File: config.mk
export PLATFORM = sky130hd
export DESIGN_NAME = food_position_gen
export DESIGN_NICKNAME = d
export VERILOG_FILES = /design/src/rtl/food_position_gen_pkg.sv /design/src/rtl/food_position_gen_lfsr_galois.sv /design/src/rtl/food_position_gen.sv
export SDC_FILE = /design/constraint.sdc
export NUM_CORES = 1
export LEC_CHECK = 0
export CORE_ASPECT_RATIO = 1.4
export CORE_MARGIN = 4
export CORE_UTILIZATION = 55
export CTS_CLUSTER_SIZE = 10
export DETAILED_ROUTE_END_ITERATION = 8
export PLACE_DENSITY = 0.77
export SYNTH_ARGS = -nofsm -noshare
export SYNTH_HDL_FRONTEND = slang
export SYNTH_HIERARCHICAL = 1
export SYNTH_SLANG_ARGS = --single-unit
File: constraint.sdc
create_clock -name clk -period 4.34 [get_ports clk]
set_input_delay 0.434 -clock clk [delete_from_list [all_inputs] [get_ports clk]]
set_output_delay 0.434 -clock clk [all_outputs]
set_load 0.1 [all_outputs]
File: src/rtl/food_position_gen_pkg.sv
// Shared types and constants for the food placement generator and its LFSR.
package food_position_gen_pkg;

  localparam int GRID_W_DEF = 96;
  localparam int GRID_H_DEF = 48;

  typedef enum logic [2:0] {
    ST_IDLE,
    ST_DRAW,
    ST_QUERY,
    ST_SCAN,
    ST_SCANQ,
    ST_DONE
  } state_t;

  // Right-shifting Galois masks for maximal-length sequences; unknown widths get the 16-bit mask.
  function automatic logic [31:0] lfsr_taps(input int width);
    case (width)
      8:       return 32'h0000_00B8;
      16:      return 32'h0000_B400;
      20:      return 32'h0009_0000;
      24:      return 32'h00E1_0000;
      32:      return 32'h8020_0003;
      default: return 32'h0000_B400;
    endcase
  endfunction

endpackage

File: src/rtl/food_position_gen_lfsr_galois.sv
// Free-running Galois LFSR with synchronous load; an all-zero seed or load value is forced to 1.
module lfsr_galois #(
  parameter int               WIDTH = 16,
  parameter logic [WIDTH-1:0] TAPS  = 'hB400,
  parameter logic [WIDTH-1:0] SEED  = 'hACE1
) (
  input  logic             clk,
  input  logic             srst,
  input  logic             load,
  input  logic [WIDTH-1:0] load_val,
  output logic [WIDTH-1:0] state
);

  localparam logic [WIDTH-1:0] SEED_NZ = (SEED == '0) ? WIDTH'(1) : SEED;

  logic [WIDTH-1:0] state_reg;
  logic [WIDTH-1:0] state_next;

  genvar gi;
  generate
    for (gi = 0; gi < WIDTH - 1; gi++) begin : g_shift
      assign state_next[gi] = state_reg[gi+1] ^ (TAPS[gi] & state_reg[0]);
    end
  endgenerate
  assign state_next[WIDTH-1] = TAPS[WIDTH-1] & state_reg[0];

  always_ff @(posedge clk) begin
    if (srst) begin
      state_reg <= SEED_NZ;
    end else if (load) begin
      state_reg <= (load_val == '0) ? WIDTH'(1) : load_val;
    end else begin
      state_reg <= state_next;
    end
  end

  assign state = state_reg;

endmodule

File: src/rtl/food_position_gen.sv
// Food placement: random draws confirmed by occupancy queries, with a raster-scan fallback
// that guarantees a free cell is found (or reports a full grid).
module food_position_gen
  import food_position_gen_pkg::*;
#(
  parameter int          GRID_W    = GRID_W_DEF,
  parameter int          GRID_H    = GRID_H_DEF,
  parameter int          X_BITS    = 7,
  parameter int          Y_BITS    = 6,
  parameter int          LFSR_W    = 16,
  parameter int unsigned SEED      = 32'h0000_ACE1,
  parameter int          MAX_TRIES = 32
) (
  input  logic              clk,
  input  logic              rst,
  input  logic              req,
  input  logic              seed_load,
  input  logic [LFSR_W-1:0] seed_in,
  output logic [X_BITS-1:0] cand_x,
  output logic [Y_BITS-1:0] cand_y,
  output logic              cand_valid,
  input  logic              occ_ack,
  input  logic              occ_hit,
  output logic [X_BITS-1:0] x_out,
  output logic [Y_BITS-1:0] y_out,
  output logic              pos_valid,
  output logic              busy,
  output logic              fail
);

  localparam int NCELLS = GRID_W * GRID_H;
  localparam int TRY_W  = $clog2(MAX_TRIES + 1);
  localparam int SCAN_W = $clog2(NCELLS + 1);
  localparam logic [TRY_W-1:0]  TRY_LAST = TRY_W'(MAX_TRIES);
  localparam logic [SCAN_W-1:0] SCAN_ALL = SCAN_W'(NCELLS);
  localparam logic [X_BITS-1:0] X_LAST   = X_BITS'(GRID_W - 1);
  localparam logic [Y_BITS-1:0] Y_LAST   = Y_BITS'(GRID_H - 1);

  state_t state_reg, state_next;

  logic [LFSR_W-1:0] lfsr;
  logic [X_BITS-1:0] raw_x, cand_x_reg, x_out_reg, scan_x;
  logic [Y_BITS-1:0] raw_y, cand_y_reg, y_out_reg, scan_y;
  logic [TRY_W-1:0]  tries_reg, tries_inc;
  logic [SCAN_W-1:0] scan_cnt_reg;
  logic              fail_reg;
  logic              draw_ok, tries_full, scan_left;

  lfsr_galois #(
    .WIDTH (LFSR_W),
    .TAPS  (LFSR_W'(lfsr_taps(LFSR_W))),
    .SEED  (LFSR_W'(SEED))
  ) u_lfsr (
    .clk      (clk),
    .srst     (rst),
    .load     (seed_load),
    .load_val (seed_in),
    .state    (lfsr)
  );

  // Draw bits above the coordinate fields are never used.
  generate
    if (LFSR_W > X_BITS + Y_BITS) begin : g_spare
      logic lfsr_unused;
      assign lfsr_unused = ^lfsr[LFSR_W-1:X_BITS+Y_BITS];
    end
  endgenerate

  assign raw_x      = lfsr[X_BITS-1:0];
  assign raw_y      = lfsr[X_BITS+Y_BITS-1:X_BITS];
  assign draw_ok    = (int'(raw_x) < GRID_W) && (int'(raw_y) < GRID_H);
  assign tries_inc  = tries_reg + 1'b1;
  assign tries_full = (tries_inc == TRY_LAST);
  assign scan_left  = (scan_cnt_reg < SCAN_ALL);

  // Raster successor of the current candidate.
  always_comb begin
    scan_x = cand_x_reg + 1'b1;
    scan_y = cand_y_reg;
    if (cand_x_reg == X_LAST) begin
      scan_x = '0;
      scan_y = (cand_y_reg == Y_LAST) ? '0 : cand_y_reg + 1'b1;
    end
  end

  always_ff @(posedge clk) begin
    if (rst) begin
      state_reg <= ST_IDLE;
    end else begin
      state_reg <= state_next;
    end
  end

  always_comb begin
    state_next = state_reg;
    case (state_reg)
      ST_IDLE:  if (req) state_next = ST_DRAW;
      ST_DRAW: begin
        if (draw_ok)         state_next = ST_QUERY;
        else if (tries_full) state_next = ST_SCAN;
      end
      ST_QUERY: begin
        if (occ_ack) begin
          if (!occ_hit)        state_next = ST_DONE;
          else if (tries_full) state_next = ST_SCAN;
          else                 state_next = ST_DRAW;
        end
      end
      ST_SCAN:  state_next = ST_SCANQ;
      ST_SCANQ: begin
        if (occ_ack) begin
          if (!occ_hit)       state_next = ST_DONE;
          else if (scan_left) state_next = ST_SCAN;
          else                state_next = ST_IDLE;
        end
      end
      ST_DONE:  state_next = ST_IDLE;
      default:  state_next = ST_IDLE;
    endcase
  end

  always_comb begin
    cand_valid = (state_reg == ST_QUERY) || (state_reg == ST_SCANQ);
    busy       = (state_reg != ST_IDLE);
    pos_valid  = (state_reg == ST_DONE);
  end

  // Result is registered on the accepting ack so it is already visible while pos_valid is high.
  always_ff @(posedge clk) begin
    if (rst) begin
      cand_x_reg   <= '0;
      cand_y_reg   <= '0;
      x_out_reg    <= '0;
      y_out_reg    <= '0;
      tries_reg    <= '0;
      scan_cnt_reg <= '0;
      fail_reg     <= 1'b0;
    end else begin
      case (state_reg)
        ST_IDLE: begin
          if (req) begin
            fail_reg     <= 1'b0;
            tries_reg    <= '0;
            scan_cnt_reg <= '0;
            cand_x_reg   <= '0;
            cand_y_reg   <= '0;
          end
        end
        ST_DRAW: begin
          if (draw_ok) begin
            cand_x_reg <= raw_x;
            cand_y_reg <= raw_y;
          end else begin
            tries_reg <= tries_inc;
          end
        end
        ST_QUERY: begin
          if (occ_ack) begin
            if (!occ_hit) begin
              x_out_reg <= cand_x_reg;
              y_out_reg <= cand_y_reg;
            end else begin
              tries_reg <= tries_inc;
            end
          end
        end
        ST_SCAN: begin
          cand_x_reg   <= scan_x;
          cand_y_reg   <= scan_y;
          scan_cnt_reg <= scan_cnt_reg + 1'b1;
        end
        ST_SCANQ: begin
          if (occ_ack) begin
            if (!occ_hit) begin
              x_out_reg <= cand_x_reg;
              y_out_reg <= cand_y_reg;
            end else if (!scan_left) begin
              fail_reg <= 1'b1;
            end
          end
        end
        default: ;
      endcase
    end
  end

  assign cand_x = cand_x_reg;
  assign cand_y = cand_y_reg;
  assign x_out  = x_out_reg;
  assign y_out  = y_out_reg;
  assign fail   = fail_reg;

endmodule

# Yosys cells after proc, flatten, opt, wreduce, memory -nomap -nowiden
# Cells that the tools add are included.
word_totals:
  register_bits: 65
  input_bits: 22
  output_inout_bits: 30
  wordCells: 87
classes:
  add_sub_neg: 4
  order_cmp: 3
  eq_ne: 18
  mux: 32
  bitwise_logic: 4
  reduce_logical: 17
op_table:
  columns: ["op", "count"]
  rows:
  - ["$mux 6", 7]
  - ["$pmux 6 s3", 2]
  - ["$mux 16", 2]
  - ["$pmux 13 s2", 1]
  - ["$mux 3", 7]
  - ["$mux 7", 3]
  - ["$pmux 7 s3", 1]
  - ["$ne 2x2->1 const B", 9]
  - ["$logic_not 16->1", 1]
  - ["$pmux 3 s5", 1]
  - ["$add 13x1->13 const B", 1]
  - ["$lt 13x13->1 const B", 1]
  - ["$mux 13", 1]
  - ["$add 6x1->6 const B", 2]
  - ["$eq 6x6->1 const B", 2]
  - ["$reduce_and 5->1", 2]
  - ["$reduce_bool 3->1", 3]
  - ["$reduce_and 4->1", 2]
  - ["$add 7x1->7 const B", 1]
  - ["$eq 7x7->1 const B", 1]
  - ["$lt 7x7->1 const B", 1]
  - ["$eq 3x2->1 const B", 2]
  - ["$eq 3x3->1 const B", 2]
  - ["$lt 6x6->1 const B", 1]
  - ["other kinds (14)", 22]

# Logic depth before layout (Yosys ltp)
# Gate-level depths: netlist of the first run.
logic_depth:
  ltp_word: 6
  mapped_depth: 6
  ltp_nobuf: 5

# Hierarchy
# The synthesis of the first run kept the hierarchy.
modules_own_cells:
  columns: ["module", "instances", "cells_per_inst", "area_each_um2", "seq_area_each_um2"]
  rows:
  - ["food_position_gen", 1, 312, 2787.7, 980.9]
  - ["lfsr_galois", 1, 61, 655.6, 320.3]

# Worst setup path before layout of the first run
# OpenSTA, ideal clock, no wires.
synth_path:
  path_type: "register -> output"
  startpoint: "register state_reg[0]"
  endpoint: "output cand_valid"
  arrival_ns: 2.180
  required_ns: 3.906
  slack_ns: 1.726
  stages_incl_launch_ff: 4
  n_path_buf: 2
  cell_sequence: "dfxtp_1 -> buf_2 -> clkbuf_1 -> a21oi_1"
synth_via:
  elab_chain_cells: 2
  word_cells_on_any_way: 3
  classes_between: "2 x eq/ne; 1 x reduce/logical"
synth_lines:
  columns: ["element", "line_no", "text"]
  rows:
  - ["from (decl)", "food_position_gen.sv:39", "state_t state_reg, state_next;"]
  - ["from (signal assigned)", "food_position_gen.sv:90", "state_reg <= state_next;"]
  - ["$eq 3x2->1 / $eq 3x3->1 (equally long branches)", "food_position_gen.sv:123", "cand_valid = (state_reg == ST_QUERY) || (state_reg == ST_SCANQ);"]
  - ["$logic_or 1x1->1 *", "food_position_gen.sv:123", null]
  - ["to (decl)", "food_position_gen.sv:21", "output logic cand_valid,"]
# Every way passes the cells marked *; elsewhere a longest branch is shown, timed or not.

# Worst setup path after layout of the first run
layout_path:
  startpoint: "register state_reg[2]"
  endpoint: "output pos_valid"
layout_via:
  elab_chain_cells: 1
layout_lines:
  columns: ["element", "line_no", "text"]
  rows:
  - ["$eq 3x3->1", "food_position_gen.sv:125", "pos_valid = (state_reg == ST_DONE);"]
  - ["to (decl)", "food_position_gen.sv:26", "output logic pos_valid,"]
# No other way between the ends.

==> impl_metrics.toml, run 1 <==
[global_route]
grt.total_usage = 0.220
grt_max_degree = 58
number_of_global_route_vias_before_repair = 2852
number_of_antenna_violations_at_the_first_check_in_global_routing = 0
wire_length_of_the_first_global_routing_pass_um = 13100
grt_remaining_overflow = 0

[setup_path]
critical_path_class = "flop to output port"
worstPathBufferInverterCount = 1
cpMaxStageDelayCell = "clkdlybuf4s50_1"
worstPathCellList = "nor2b_1 > and2_1 > clkdlybuf4s50_1"
timing.critical_path.required_ps = 3910
critical_path.max_stage_delay_ps = 1130
crit_family = "buffers and inverters"
crit_path_start_kind = "flop"
maximum_fanout_count_along_the_critical_path = 28
setup_crit_end_kind = "output port"
worst-endpoint-arrival_ps = 2910

[power_and_ir_drop]
power.ir.vdd_worst_mv = 0.226
cellLeakagePower_uw = 0.00144
power_density_mw_per_mm2 = 353

[timing]
maxSlewViolCount = 0
finalSetupViolCount = 0
period_needed_ps = 3340
tightestPinTransition_ps = 1210
rsz_0062_raised_after_global_routing = "false"
finClkSkew_ps = 11.3
maxSlewHeadroom = 0.193
period_share = 0.770
clock.fmax_mhz = 299
timing.hold.ws_ps = 483
timing.setup.tns_ps = 0
setup_slack_ps = 1000
timing.final.hold_violations = 0

[clock_tree]
cts_root_buf = "clkbuf_8"
cts.path.max_buffers = 2
tritoncts.num_buffers = 9
postCtsSetupBuffers = 0
clk_pin_slew_worst_paths_ps = 70
cts_repair_resize_count = 0
clkSinkCount = 65
cts-hold-fix-buffers = 0
tritoncts = "done"
cts-htree-levels = 3
clkLatencyLatePin_ps = 350

[place]
buffer_ports.inserted = 51
routabilityCongestion = 0.844
placedInstanceArea_sq_mm = 0.00389
dp_cells = 471
pre_cts_ws_ps = 1390
detailed_place_hpwl_um = 5660

[drt]
viasPerCell = 6.14
drt-wirelength-per-cell_um = 16.5
drt_wl_total_um = 8010
vias = 2991
postRouteAntennaNets = 0
detail_route.drc_violations = 0
detail_route.iter0.violations = 260
dr.pass1.iters = 4

[synth]
ys_seq_area_frac = 0.378
syn_avg_cell_area_sq_um = 9.23
postSynthCellCount = 373
count_of_flip_flops_with_a_built_in_enable_after_synthesis = 0
synth.yosys.warnings = 6
ys_types = 70
yosys_register_bits = 65
mapped_nets = 399
synth-main-ff-cell = "dfxtp_1"
area_of_the_mapped_netlist_sq_mm = 0.00344
async_reset_ff_frac = 0

[floorplanning]
die_area_sq_mm = 0.00761
height_of_the_chip_um = 102
total_number_of_placement_rows = 33
io_pins = 52
initial_utilization = 0.575
die_w_um = 74.9
core-area_sq_mm = 0.00599

[job]
max_cap_violations = 0

[finish]
antenna_cells_inserted = 0
fin_nets = 438
stdcell_area_sq_mm = 0.00411
largest_register_ffs = 16
instances_no_fill = 487
fraction_of_final_layout_cells_sized_beyond_drive_strength_1 = 0.0695
syn_to_final_growth_pct = 19.3

[worst_hold_path]
hold_class = "flop to flop"

[run_status]
status = "finished, final reports clean"
placed cells by master, fill, tap and decap left out, types with 9 or more instances in the layout:
| master | n |
|---|---|
| clkbuf_8 | 10 |
| nand3_1 | 17 |
| o21ai_0 | 11 |
| nand2_1 | 17 |
| mux2i_1 | 25 |
| a311oi_1 | 9 |
| clkdlybuf4s50_1 | 50 |
| dfxtp_1 | 65 |
| a21oi_1 | 17 |
| nor2_1 | 39 |
final timing paths:
path                                  startpoint                to  slack, ps  cells after the start
worst max-delay path                state_reg[2]         pos_valid       1000                      3
worst min-delay path            u_lfsr/state[15]  u_lfsr/state[14]        480                      2
worst max register to register      state_reg[2]          y_out[3]       1560                      4
worst min register to register  u_lfsr/state[15]  u_lfsr/state[14]        480                      2
kinds of logic after synthesis:
logic type,after synthesis,synth area share
AND/OR/NAND/NOR,141,0.236
AO/OA/AOI/OAI,99,0.221
flip-flops,65,0.378
buffers and inverters,29,0.0501
multiplexers,28,0.0825
XOR/XNOR,7,0.0178
adder cells (fa/ha/maj),4,0.0145
Yosys cell counts, drive strengths merged, types with 3 or more instances:
library cell  count  area [sq um]
mux2              3          33.8
a31oi             3          18.8
nand2b            8          57.6
nor2b             8          50.1
a32o              3          30.0
nor4              4          25.0
nor3b             4          51.3
ha                4          50.1
nand2            18          70.1
a41oi             5          43.8
o2bb2ai           4          35.0
inv               6          22.5
a211oi            3          27.5
or3b              3          26.3
clkbuf           11          41.3
xor2              5          43.8
nand4             7          43.8
and2b             3          22.5
or3               6          37.5
dfxtp            65          1300
nor3              3          15.0
mux2i            25           250
a21oi            17          85.1
nand3            17          85.1
and2              4          25.0
a21o              3          22.5
nor2             39           146
nand3b            4          42.5
a22oi             4          30.0
buf              12           109
a311oi            9          78.8
or4b              3          30.0
a211o             5          43.8
a22o              7          61.3
o21ai            15          75.1
and3              3          18.8
metal layers:
metal / GRT usage / vias up / share of wire
met5: 0 / - / 0
li1: - / 1495 / -
met4: 0.0795 / 0 / 0.014
met1: 0.265 / 1409 / 0.42
met3: 0.0636 / 11 / 0.047
met2: 0.366 / 76 / 0.52
tightest hold or removal path, delay by kind of cell, from the launching register on:
| family | cells | cell delay, ps |
|---|---|---|
| mux | 1 | 60 |
| flops | 1 | 310 |
| simple gates | 1 | 80 |
through the flow:
step                 util  power (uW)
floorplan               -         826
finish              0.686        1450
CTS                 0.686        1460
global placement    0.649         886
detailed placement  0.649         890
global route        0.686        1510
layout make-up:
class                           instances  area [sq um]
Timing Repair Buffer                   51           505
Clock buffer                           11           141
Multi-Input combinational cell        279          1970
Fill cell                             492          1880
Sequential cell                        65          1300
Clock inverter                          5          78.8
Inverter                                6          22.5
Tap cell                               70          87.6
report_power, final:
part	switching, uW	internal [uW]	leakage [uW]
logic	142	86.8	0.000798
registers	32.9	616	0.000529
clock network	234	338	0.000113
Power figures use the tool's default switching activity.
==> run 2, diff against run 1 <==
CORE_UTILIZATION = 49   (was 55)
PLACE_DENSITY = 0.72   (was 0.77)
clock period = 3 ns   (was 4.34 ns; I/O delays follow)
==> run 2 against run 1 <==
Net effect:
- clock skew shrank 2.3 ps
- sequential power increased by 42%
- power up 32%
- worst setup slack got worse by 54 ps
- final area fell by 1.6%
- final cell count increased by 5.3%
==> impl_metrics.toml, run 2 (synthesis gave the netlist of run 1 again) <==
[job]
max_cap_violations = 0

[finish]
fraction_of_final_layout_cells_sized_beyond_drive_strength_1 = 0.147
fill_cells = 600
layout.cells.most_common = "dfxtp_1"
mostFrequentLayoutCells = "dfxtp_1 (65), nor2_1 (39), buf_4 (35)"
regArea_sq_mm = 0.00130
fin_nets = 443
syn_to_final_growth_pct = 17.3
antenna_cells_inserted = 0
largest_register_ffs = 16
multi_input_area_sq_mm = 0.00197

[place]
detailed_place_hpwl_um = 6000
buffer_ports.inserted = 51
routabilityCongestion = 0.871

[setup_path]
cpMaxStageDelayCell = "dfxtp_1"
worstPathCellList = "buf_4 > nor2b_1 > and2_1 > buf_4"
cell_count_of_the_worst_reg_to_reg_path = 5
maximum_fanout_count_along_the_critical_path = 25
critical_path_class = "flop to output port"
worstPathBufferInverterCount = 2
worstReg2RegStart = "cand_x[0]"
worst-endpoint-arrival_ps = 1750
reg2reg_slack_ps = 1010
setup_crit_end_kind = "output port"
critical_path.max_stage_delay_ps = 370
crit_path_start_kind = "flop"
cp.depth = 4
worst_r2r_endpoint = "cand_y[1]"
timing.critical_path.required_ps = 2700
cp_common_cell = "buf_4"
crit_family = "buffers and inverters"

[floorplanning]
initial_utilization = 0.514
core-area_sq_mm = 0.00670
die_w_um = 78.8
die_area_sq_mm = 0.00845
total_number_of_placement_rows = 35
io_pins = 52
height_of_the_chip_um = 107

[timing]
finalSetupViolCount = 0
timing.setup.tns_ps = 0
period_share = 0.685
timing.hold.ws_ps = 427
tightestPinTransition_ps = 895
clock.fmax_mhz = 487
rsz_0062_raised_after_global_routing = "false"
period_needed_ps = 2050
maxSlewHeadroom = 0.401
timing.final.hold_violations = 0
maxSlewViolCount = 0
finClkSkew_ps = 8.99

[worst_hold_path]
hold_class = "input port to flop"
whs_path_depth = 2
worstHoldStart = "rst"
min_delay_worst_endpoint = "x_out[1]"

[clock_tree]
cts_root_buf = "clkbuf_8"
tritoncts.num_buffers = 9
cts.path.max_buffers = 2
cts-htree-levels = 3
clkSinkCount = 65
postCtsSetupBuffers = 0
clk_pin_slew_worst_paths_ps = 70
tritoncts = "done"
clkLatencyLatePin_ps = 340
cts-hold-fix-buffers = 0
cts_repair_resize_count = 0

[drt]
drt-wirelength-per-cell_um = 16.2
drt_wl_total_um = 8290
vias = 3073
viasPerCell = 5.99
detail_route.iter0.violations = 195
detail_route.drc_violations = 0
postRouteAntennaNets = 0
dr.pass1.iters = 5

[run_status]
status = "finished, final reports clean"

[global_route]
grt_remaining_overflow = 0
grt.total_usage = 0.207
number_of_antenna_violations_at_the_first_check_in_global_routing = 0
wire_length_of_the_first_global_routing_pass_um = 14000
number_of_global_route_vias_before_repair = 2968
grt_max_degree = 32

[power_and_ir_drop]
cellLeakagePower_uw = 0.00150
power_density_mw_per_mm2 = 473
power.ir.vdd_worst_mv = 0.383
-- run 2: cell type report --
cell class,instances,area share
Inverter,6,0.00558
Timing Repair Buffer,56,0.116
Clock buffer,12,0.0359
Sequential cell,65,0.322
Clock inverter,3,0.00434
Tap cell,92,0.0285
Multi-Input combinational cell,279,0.488
-- run 2: layer usage --
layer | vias up | track usage | share of wire
li1 | 1503 | - | -
met1 | 1479 | 0.237 | 0.41
met2 | 78 | 0.366 | 0.52
met3 | 13 | 0.0471 | 0.051
met4 | 0 | 0.0848 | 0.017
met5 | - | 0 | 0
-- run 2: how the worst max path moves through the flow --
stage                 start   endpoint  slack, ps
3_3_place_gp            req  cand_y[1]        970
2_1_floorplan     cand_x[0]  cand_y[1]        480
5_1_grt        state_reg[2]  pos_valid        820
4_1_cts        state_reg[2]  pos_valid        930
3_5_place_dp            req  cand_x[1]        930
6_report       state_reg[2]  pos_valid        950
-- run 2: per-stage QoR --
stage,util,setup WS (ps),total power (uW),instance area (sq um),cells
5_1_grt,0.603,825,1990,4040,513
2_1_floorplan,-,477,1190,3440,373
4_1_cts,0.603,927,1920,4040,513
3_3_place_gp,0.579,969,1290,3880,498
3_5_place_dp,0.579,926,1290,3880,498
6_report,0.603,946,1910,4040,513
-- run 2: power by group --
| group | switching [uW] | internal (uW) | leakage, uW | total [uW] |
|---|---|---|---|---|
| combinational | 224 | 125 | 0.000884 | 349 |
| sequential | 31.9 | 892 | 0.000529 | 924 |
| clock | 322 | 315 | 0.0000822 | 637 |
==> run 3, diff against run 2 <==
CORE_UTILIZATION = 54   (was 49)
PLACE_DENSITY = 0.76   (was 0.72)
clock period = 2.1 ns   (was 3 ns; I/O delays follow)
==> run 3 against run 2 <==
Net effect:
- die area is 8.5% lower
- highest routed layer unchanged
- via count is 2.4% higher
- flip-flop and latch count stayed put
- combinational power is 50% higher
- clock power is 63% higher
- clock-buffer cell count is 1 lower
- global-route usage is 2.2 points higher
- core utilization is 7.2 points higher
- hold slack worse by 200 ps
- critical path depth is 1 higher
- register-to-register slack worse by 880 ps
==> impl_metrics.toml, run 3 (synthesis gave the netlist of run 1 again) <==
[global_route]
number_of_antenna_violations_at_the_first_check_in_global_routing = 0
grt_remaining_overflow = 0
number_of_global_route_vias_before_repair = 2943
grt_max_degree = 26
grt.total_usage = 0.229
wire_length_of_the_first_global_routing_pass_um = 13700

[timing]
finClkSkew_ps = 6.13
timing.final.hold_violations = 0
clock.fmax_mhz = 508
maxSlewHeadroom = 0.599
period_needed_ps = 1970
timing.hold.ws_ps = 229
period_share = 0.937
tightestPinTransition_ps = 600
timing.setup.tns_ps = 0
maxSlewViolCount = 0
finalSetupViolCount = 0
rsz_0062_raised_after_global_routing = "false"

[place]
placedInstanceArea_sq_mm = 0.00400
buffer_ports.inserted = 51
routabilityCongestion = 0.882
detailed_place_hpwl_um = 6130

[finish]
layout.core_utilization = 0.674
antenna_cells_inserted = 0
fill_cells = 502
largest_register_ffs = 16
syn_to_final_growth_pct = 21.7
stdcell_area_sq_mm = 0.00419
fin_nets = 454
layout.cells.most_common = "dfxtp_1"
mostFrequentLayoutCells = "dfxtp_1 (58), buf_4 (42), nor2_1 (39)"
fraction_of_final_layout_cells_sized_beyond_drive_strength_1 = 0.189

[drt]
detail_route.drc_violations = 0
drt-wirelength-per-cell_um = 16.7
viasPerCell = 6.23
vias = 3146
dr.pass1.iters = 5
postRouteAntennaNets = 0
detail_route.iter0.violations = 191
drt_wl_total_um = 8430

[clock_tree]
tritoncts = "done"
cts-hold-fix-buffers = 0
postCtsSetupBuffers = 0
cts-htree-levels = 3
clkSinkCount = 65
cts.path.max_buffers = 2
tritoncts.num_buffers = 9
cts_repair_resize_count = 0
cts_root_buf = "clkbuf_8"
clkLatencyLatePin_ps = 360
clk_pin_slew_worst_paths_ps = 70

[power_and_ir_drop]
post-layout-total-power_uw = 2900
power_density_mw_per_mm2 = 691
power.ir.vdd_worst_mv = 0.460
cellLeakagePower_uw = 0.00158

[setup_path]
setup_crit_end_kind = "flop"
crit_path_start_kind = "flop"
reg2reg_slack_ps = 130
critical_path_class = "flop to flop"
worstReg2RegStart = "cand_x[1]"
cell_count_of_the_worst_reg_to_reg_path = 5
worst_r2r_endpoint = "cand_y[1]"
worst-endpoint-arrival_ps = 2190
timing.critical_path.required_ps = 2320
maximum_fanout_count_along_the_critical_path = 6

[worst_hold_path]
hold_class = "input port to flop"
min_delay_worst_endpoint = "y_out[1]"
worstHoldStart = "rst"
whs_path_depth = 2

[floorplanning]
die_w_um = 75.5
initial_utilization = 0.554
core-area_sq_mm = 0.00621
height_of_the_chip_um = 102
die_area_sq_mm = 0.00774
io_pins = 52
total_number_of_placement_rows = 34

[run_status]
status = "finished, final reports clean"

[job]
max_cap_violations = 0
==> run 3: changes by cell type in the layout (fill, tap and decap cells not counted) <==
cell / change
clkbuf_8: -1
clkinv_4: +1
dfxtp_1: -7
a21oi_1: -1
buf_4: +7
bufinv_16: +1
dfxtp_2: +5
dfxtp_4: +2
buf_12: +4
a21oi_2: +1
==> run 3: where the power goes <==
part / switching [uW] / internal [uW]
sequential: 56.4 / 1270
clock: 495 / 547
combinational: 316 / 208
==> run 3: per-stage QoR <==
step / instances / worst slack, ps
finish: 505 / 132
global placement: 489 / 180
CTS: 505 / 157
detailed placement: 489 / 142
floorplan: 373 / 7.58
global route: 505 / 19.3
==> run 3: worst max-delay path: stages (launching register included) <==
cell	delay, ps
dfxtp_4	380
ha_1	240
nand4_1	270
o32a_1	500
a222oi_1	350
a311oi_1	90
==> run 3: metal layers <==
metal	routed length [um]	vias up	GRT usage
met3	353	18	0.0394
li1	-	1523	-
met1	3460	1524	0.265
met5	0	-	0
met2	4400	81	0.389
met4	221	0	0.129
==> run 3: cell type report <==
class / instances / area (sq um) / share of cell area
Clock buffer: 11 / 131 / 0.0314
Inverter: 6 / 22.5 / 0.00538
Multi-Input combinational cell: 279 / 1970 / 0.471
Timing Repair Buffer: 67 / 601 / 0.143
Clock inverter: 5 / 56.3 / 0.0134
Tap cell: 72 / 90.1 / 0.0215
Sequential cell: 65 / 1320 / 0.314
==> run 3: worst max-delay path by stage <==
| stage | from | end | cells after the start |
|---|---|---|---|
| 5_1_grt | state_reg[0] | cand_y[1] | 4 |
| 3_3_place_gp | req | cand_y[1] | 4 |
| 3_5_place_dp | req | cand_x[1] | 4 |
| 4_1_cts | cand_x[0] | cand_y[1] | 5 |
| 2_1_floorplan | cand_y[2] | cand_y[5] | 4 |
| 6_report | cand_x[1] | cand_y[1] | 5 |
